`config.mk`:
```
export PLATFORM = sky130hd
export DESIGN_NAME = regfile_dump
export DESIGN_NICKNAME = d
export VERILOG_FILES = /design/src/rtl/regfile_dump.sv
export SDC_FILE = /design/constraint.sdc
export NUM_CORES = 1
export LEC_CHECK = 0
export BUFFER_PORTS_ARGS = -buffer_cell sky130_fd_sc_hd__buf_2
export CORE_ASPECT_RATIO = 1.4
export CORE_MARGIN = 4
export CORE_UTILIZATION = 30
export CTS_BUF_LIST = sky130_fd_sc_hd__clkbuf_4
export CTS_CLUSTER_DIAMETER = 200
export DETAILED_ROUTE_END_ITERATION = 12
export MAX_ROUTING_LAYER = met4
export SETUP_SLACK_MARGIN = 0.4
export SYNTH_ARGS = -nofsm -noshare
export SYNTH_HDL_FRONTEND = slang
export SYNTH_SLANG_ARGS = --single-unit
```
`constraint.sdc`:
```
create_clock -name clk -period 2.8 [get_ports clk]
set_clock_uncertainty 0.1 [all_clocks]
set_input_delay 0.14 -clock clk [delete_from_list [all_inputs] [get_ports clk]]
set_output_delay 0.14 -clock clk [all_outputs]
set_load 0.02 [all_outputs]
```
`src/rtl/regfile_dump.sv`:
```
// regfile_dump: sweeps a register-file address range through one read port and
// streams (addr, data) beats on valid/ready, flagging beats overwritten before
// they are consumed. Optional DUMP_CHECKSUM_EN appends a modular-sum beat and
// adds the csum_beat output.
module regfile_dump #(
  parameter int ADDR_W = 5,
  parameter int DATA_W = 32
) (
  input  logic              clk,
  input  logic              reset,
  input  logic              start,
  input  logic [ADDR_W-1:0] first_addr,
  input  logic [ADDR_W-1:0] last_addr,
  output logic [ADDR_W-1:0] ra,
  input  logic [DATA_W-1:0] rd,
  input  logic              regwrite,
  input  logic [ADDR_W-1:0] wa,
  output logic              out_valid,
  input  logic              out_ready,
  output logic [ADDR_W-1:0] out_addr,
  output logic [DATA_W-1:0] out_data,
  output logic              out_last,
  output logic              out_stale,
`ifdef DUMP_CHECKSUM_EN
  output logic              csum_beat,
`endif
  output logic              busy,
  output logic              done
);

  localparam logic [1:0] S_IDLE = 2'd0;
  localparam logic [1:0] S_RUN  = 2'd1;
  localparam logic [1:0] S_FIN  = 2'd2;

  logic [1:0]        state_q, state_d;
  logic [ADDR_W-1:0] ptr_q, ptr_d;
  logic [ADDR_W-1:0] last_q, last_d;
  logic              issued_q, issued_d;
  logic              vld_q, vld_d;
  logic [ADDR_W-1:0] addr_q, addr_d;
  logic [DATA_W-1:0] data_q, data_d;
  logic              olast_q, olast_d;
  logic              stale_q, stale_d;
`ifdef DUMP_CHECKSUM_EN
  logic [DATA_W-1:0] acc_q, acc_d;
  logic              csent_q, csent_d;
  logic              cbeat_q, cbeat_d;
  logic              csum_load;
`endif

  logic running, slot, xfer, load, at_last, hit_ptr, hit_held, empty_rng;

  assign running   = (state_q == S_RUN);
  assign slot      = !vld_q || out_ready;
  assign xfer      = vld_q && out_ready;
  assign load      = running && !issued_q && slot;
  assign at_last   = (ptr_q == last_q);
  assign empty_rng = (first_addr > last_addr);
  // Writes land on the clock edge, so a hit on the address being captured
  // means the captured value is already out of date.
  assign hit_ptr   = regwrite && (wa == ptr_q) && (wa != '0);
  assign hit_held  = regwrite && (wa == addr_q) && (wa != '0);
`ifdef DUMP_CHECKSUM_EN
  assign csum_load = running && issued_q && !csent_q && slot;
`endif

  always_comb begin
    state_d  = state_q;
    ptr_d    = ptr_q;
    last_d   = last_q;
    issued_d = issued_q;
`ifdef DUMP_CHECKSUM_EN
    acc_d    = acc_q;
    csent_d  = csent_q;
`endif
    case (state_q)
      S_IDLE: begin
        if (start) begin
          ptr_d    = first_addr;
          last_d   = last_addr;
`ifdef DUMP_CHECKSUM_EN
          // An empty range still runs so the checksum beat (zero) goes out.
          acc_d    = '0;
          csent_d  = 1'b0;
          issued_d = empty_rng;
          state_d  = S_RUN;
`else
          issued_d = 1'b0;
          state_d  = empty_rng ? S_FIN : S_RUN;
`endif
        end
      end
      S_RUN: begin
        if (xfer && olast_q) state_d = S_FIN;
      end
      S_FIN:   state_d = S_IDLE;
      default: state_d = S_IDLE;
    endcase

    if (load) begin
      if (at_last) issued_d = 1'b1;
      else         ptr_d    = ptr_q + ADDR_W'(1);
`ifdef DUMP_CHECKSUM_EN
      acc_d = acc_q + rd;
`endif
    end
`ifdef DUMP_CHECKSUM_EN
    if (csum_load) csent_d = 1'b1;
`endif
  end

  always_comb begin
    vld_d   = vld_q;
    addr_d  = addr_q;
    data_d  = data_q;
    olast_d = olast_q;
    stale_d = stale_q;
`ifdef DUMP_CHECKSUM_EN
    cbeat_d = cbeat_q;
`endif
    if (load) begin
      vld_d   = 1'b1;
      addr_d  = ptr_q;
      data_d  = rd;
      stale_d = hit_ptr;
`ifdef DUMP_CHECKSUM_EN
      olast_d = 1'b0;
      cbeat_d = 1'b0;
`else
      olast_d = at_last;
`endif
    end
`ifdef DUMP_CHECKSUM_EN
    else if (csum_load) begin
      vld_d   = 1'b1;
      addr_d  = '0;
      data_d  = acc_q;
      olast_d = 1'b1;
      stale_d = 1'b0;
      cbeat_d = 1'b1;
    end
`endif
    else if (xfer) begin
      vld_d   = 1'b0;
      olast_d = 1'b0;
      stale_d = 1'b0;
`ifdef DUMP_CHECKSUM_EN
      cbeat_d = 1'b0;
`endif
    end else if (vld_q && hit_held) begin
      stale_d = 1'b1;
    end
  end

  always_ff @(posedge clk) begin
    if (reset) begin
      state_q  <= S_IDLE;
      ptr_q    <= '0;
      last_q   <= '0;
      issued_q <= 1'b0;
      vld_q    <= 1'b0;
      addr_q   <= '0;
      data_q   <= '0;
      olast_q  <= 1'b0;
      stale_q  <= 1'b0;
`ifdef DUMP_CHECKSUM_EN
      acc_q    <= '0;
      csent_q  <= 1'b0;
      cbeat_q  <= 1'b0;
`endif
    end else begin
      state_q  <= state_d;
      ptr_q    <= ptr_d;
      last_q   <= last_d;
      issued_q <= issued_d;
      vld_q    <= vld_d;
      addr_q   <= addr_d;
      data_q   <= data_d;
      olast_q  <= olast_d;
      stale_q  <= stale_d;
`ifdef DUMP_CHECKSUM_EN
      acc_q    <= acc_d;
      csent_q  <= csent_d;
      cbeat_q  <= cbeat_d;
`endif
    end
  end

  assign ra        = running ? ptr_q : '0;
  assign out_valid = vld_q;
  assign out_addr  = addr_q;
  assign out_data  = data_q;
  assign out_last  = olast_q;
  assign out_stale = stale_q;
`ifdef DUMP_CHECKSUM_EN
  assign csum_beat = cbeat_q;
`endif
  assign busy      = running;
  assign done      = (state_q == S_FIN);

endmodule

```
==> impl_metrics.ini <==
[cells_and_area]
drive_gt1_share_pct = 26.9
mostFrequentLayoutCells = 98 x buf_2, 95 x nand2_1, 53 x dfxtp_1
multi_input_area_sq_mm = 0.00115
fin_cells = 524
layout_commonest_cell = buf_2
nets = 485
syn2layout_area_growth_pct = 43.6
seqCellArea_sq_mm = 0.00106
fillers = 785
antennaDiodeCount = 0

[placed_design]
place_hpwl_um = 4590
dp_cells = 474
port_buffers = 98
gp_congestion = 0.732

[cts]
cts_setup_buffers = 0
cts_max_level = 2
cts_tree = built
cts.clk_slew.worst_paths_ns = 0.15
clk_latency_ns = 0.36
clockRootBuffer = clkbuf_4
numCtsBuffers = 5
cts.path.max_buffers = 2
clock_sinks = 53

[status]
status = finished, final reports clean

[yosys]
synthXorXnorAreaFrac_pct = 5.60
synth_top_family_by_area = simple AND/OR/NAND/NOR gates
ys_types = 35
synth-simple-area-share_pct = 23.9
synth-seq-cells = 53
syn-num-nets = 356
yosysWarnings = 0
synth-compound-area-share_pct = 15.5
netlist_area_sq_mm = 0.00235
avgSynthCellArea_sq_um = 7.88
synthCells = 298
synth_fa_ha_area_share_pct = 3.20
synth_mux_area_share_pct = 0.480
seq_area_frac_synth_pct = 45.2

[power_and_ir_drop]
leakage_nw = 1.50
power_density_mw_per_mm2 = 510
vdd_drop_max_uv = 235
total_power_mw = 1.72

[critical_path]
endpoint_kind = flip-flop
critical_path_class = reg -> reg
cp_slowest_cell = dfxtp_1
cp_cell_sequence = xor2_1 > nor3_2 > a21oi_2 > mux2_1 > a21oi_2
critPathMaxStageDelay_ns = 0.54
cpMostUsedCell = a21oi_2
critical_path_arrival_ns = 2.13
cp.required_ns = 3.00
path_max_fanout = 12
startpoint = ptr_q[0]
r2r-start = ptr_q[0]
startpoint_type = flip-flop

[floorplanning]
initial_core_util_pct = 31.3
die_w_um = 82.8
core_sq_mm = 0.00750
rows = 37
die_area_sq_mm = 0.00932
die_h_um = 113
num_io_pins = 99

[timing]
hold_viol = 0
finalMaxSlewViolations = 0
finalCritPeriodShare_pct = 69.0
fmax_mhz = 518
period_minus_slack_ns = 1.93
finalSetupTns_ns = 0
rsz0062_at_grt = false
relSlewSlack_pct = 32.7
tightest_slew_ns = 1.01
setup_viol = 0
hold-worst-slack_ns = 0.0362

[route]
final_antenna_net_count = 0
num_vias = 2411
drtIter0Drc = 94
wire_per_inst_um = 12.7
wirelength_um = 6650
viasPerCell = 4.60
dr.pass1.iters = 4
drc = 0

[global_route]
grt_max_degree = 54
grt-ovfl-total = 0
antenna_found_initial = 0
grt_pass1_vias = 2345
grt_pass1_wl_um = 10700
grt.total_usage_pct = 14.8

[worst_hold_path]
hp-class = in -> reg
hp-start = first_addr[1]

[run]
drv_cap = 0
## cell usage after synthesis, drive strengths merged
library cell   n  area share (%)
and2           5             1.4
xnor2          7             2.6
o221ai         2            0.75
o21a           2            0.64
a21o           1            0.32
dfxtp         53              45
nand2         95              15
nor2           6            0.96
o21ai          1            0.21
nor2b          1            0.27
inv            8             1.3
nand2b         3            0.91
a31oi          4             1.1
or4            1            0.32
mux2           1            0.48
ha             6             3.2
nor3b          1            0.32
xor2           8             3.0
clkbuf         8             1.3
nand3b         5             1.6
nor3           4             1.1
buf           13             3.5
or2            1            0.27
nand3          4            0.85
a21oi         52              11
nor4           1            0.27
a32oi          3             1.1
nand4          2            0.53
## per-layer routing
layer / part of all wire (%) / up-vias / track usage [%]
li1: - / 1233 / -
met1: 41 / 1098 / 16.8
met2: 50 / 74 / 25.6
met3: 7.7 / 6 / 3.61
met4: 0.99 / 0 / 3.49
met5: 0 / - / -
## registers in the layout (all words and copies together), names as in the netlist
register	cells
issued_q	1
last_q	5
out_addr	5
out_data	32
out_last	1
out_stale	1
out_valid	1
ptr_q	5
state_q	2
## final timing paths
kind,to,slack [ns],cells past startpoint
setup / recovery,ptr_q[0],0.87,5
hold / removal,ptr_q[1],0.04,4
setup reg to reg,ptr_q[0],0.87,5
hold reg to reg,out_data[15],0.36,2
## what timing repair did
item	4_1_cts	5_1_grt
endpoints found under the hold margin	43	0
hold buffers	43	0
resized for setup	0	0
## layout make-up
| cell class | count | share of cell area (%) |
|---|---|---|
| Clock inverter | 2 | 1.04 |
| Sequential cell | 53 | 31.5 |
| Inverter | 8 | 0.891 |
| Timing Repair Buffer | 143 | 27.8 |
| Multi-Input combinational cell | 216 | 34.1 |
| Tap cell | 97 | 3.60 |
| Clock buffer | 5 | 1.11 |
## critical path: cells and delay by family (launching register included)
family          cells  cell delay (ns)
compound gates      2             0.55
flops               1             0.54
mux                 1             0.39
xor+xnor            1             0.21
simple gates        1             0.08
## per-stage QoR
| stage | util, % | setup slack (ns) | area (sq um) |
|---|---|---|---|
| after global routing | 44.9 | 0.724 | 3370 |
| after floorplan | - | 1.22 | 2350 |
| after CTS | 44.9 | 0.881 | 3370 |
| final | 44.9 | 0.868 | 3370 |
| after detailed placement | 38.2 | 0.916 | 2870 |
| after global placement | 38.2 | 0.980 | 2870 |
## power by group
group | leakage, nW | internal (mW) | switching [mW]
sequential | 0.432 | 0.814 | 0.0485
combinational | 1.03 | 0.188 | 0.255
clock | 0.0410 | 0.182 | 0.231
## logic make-up after synthesis
group / after synthesis
and+or+nand+nor: 129
DFF: 53
muxes: 1
xor gates and xnor gates: 15
AOI/OAI and AO/OA: 65
adders and majority gates: 6
buffers and inverters: 29
No activity file was read; power rests on OpenSTA's default activity.
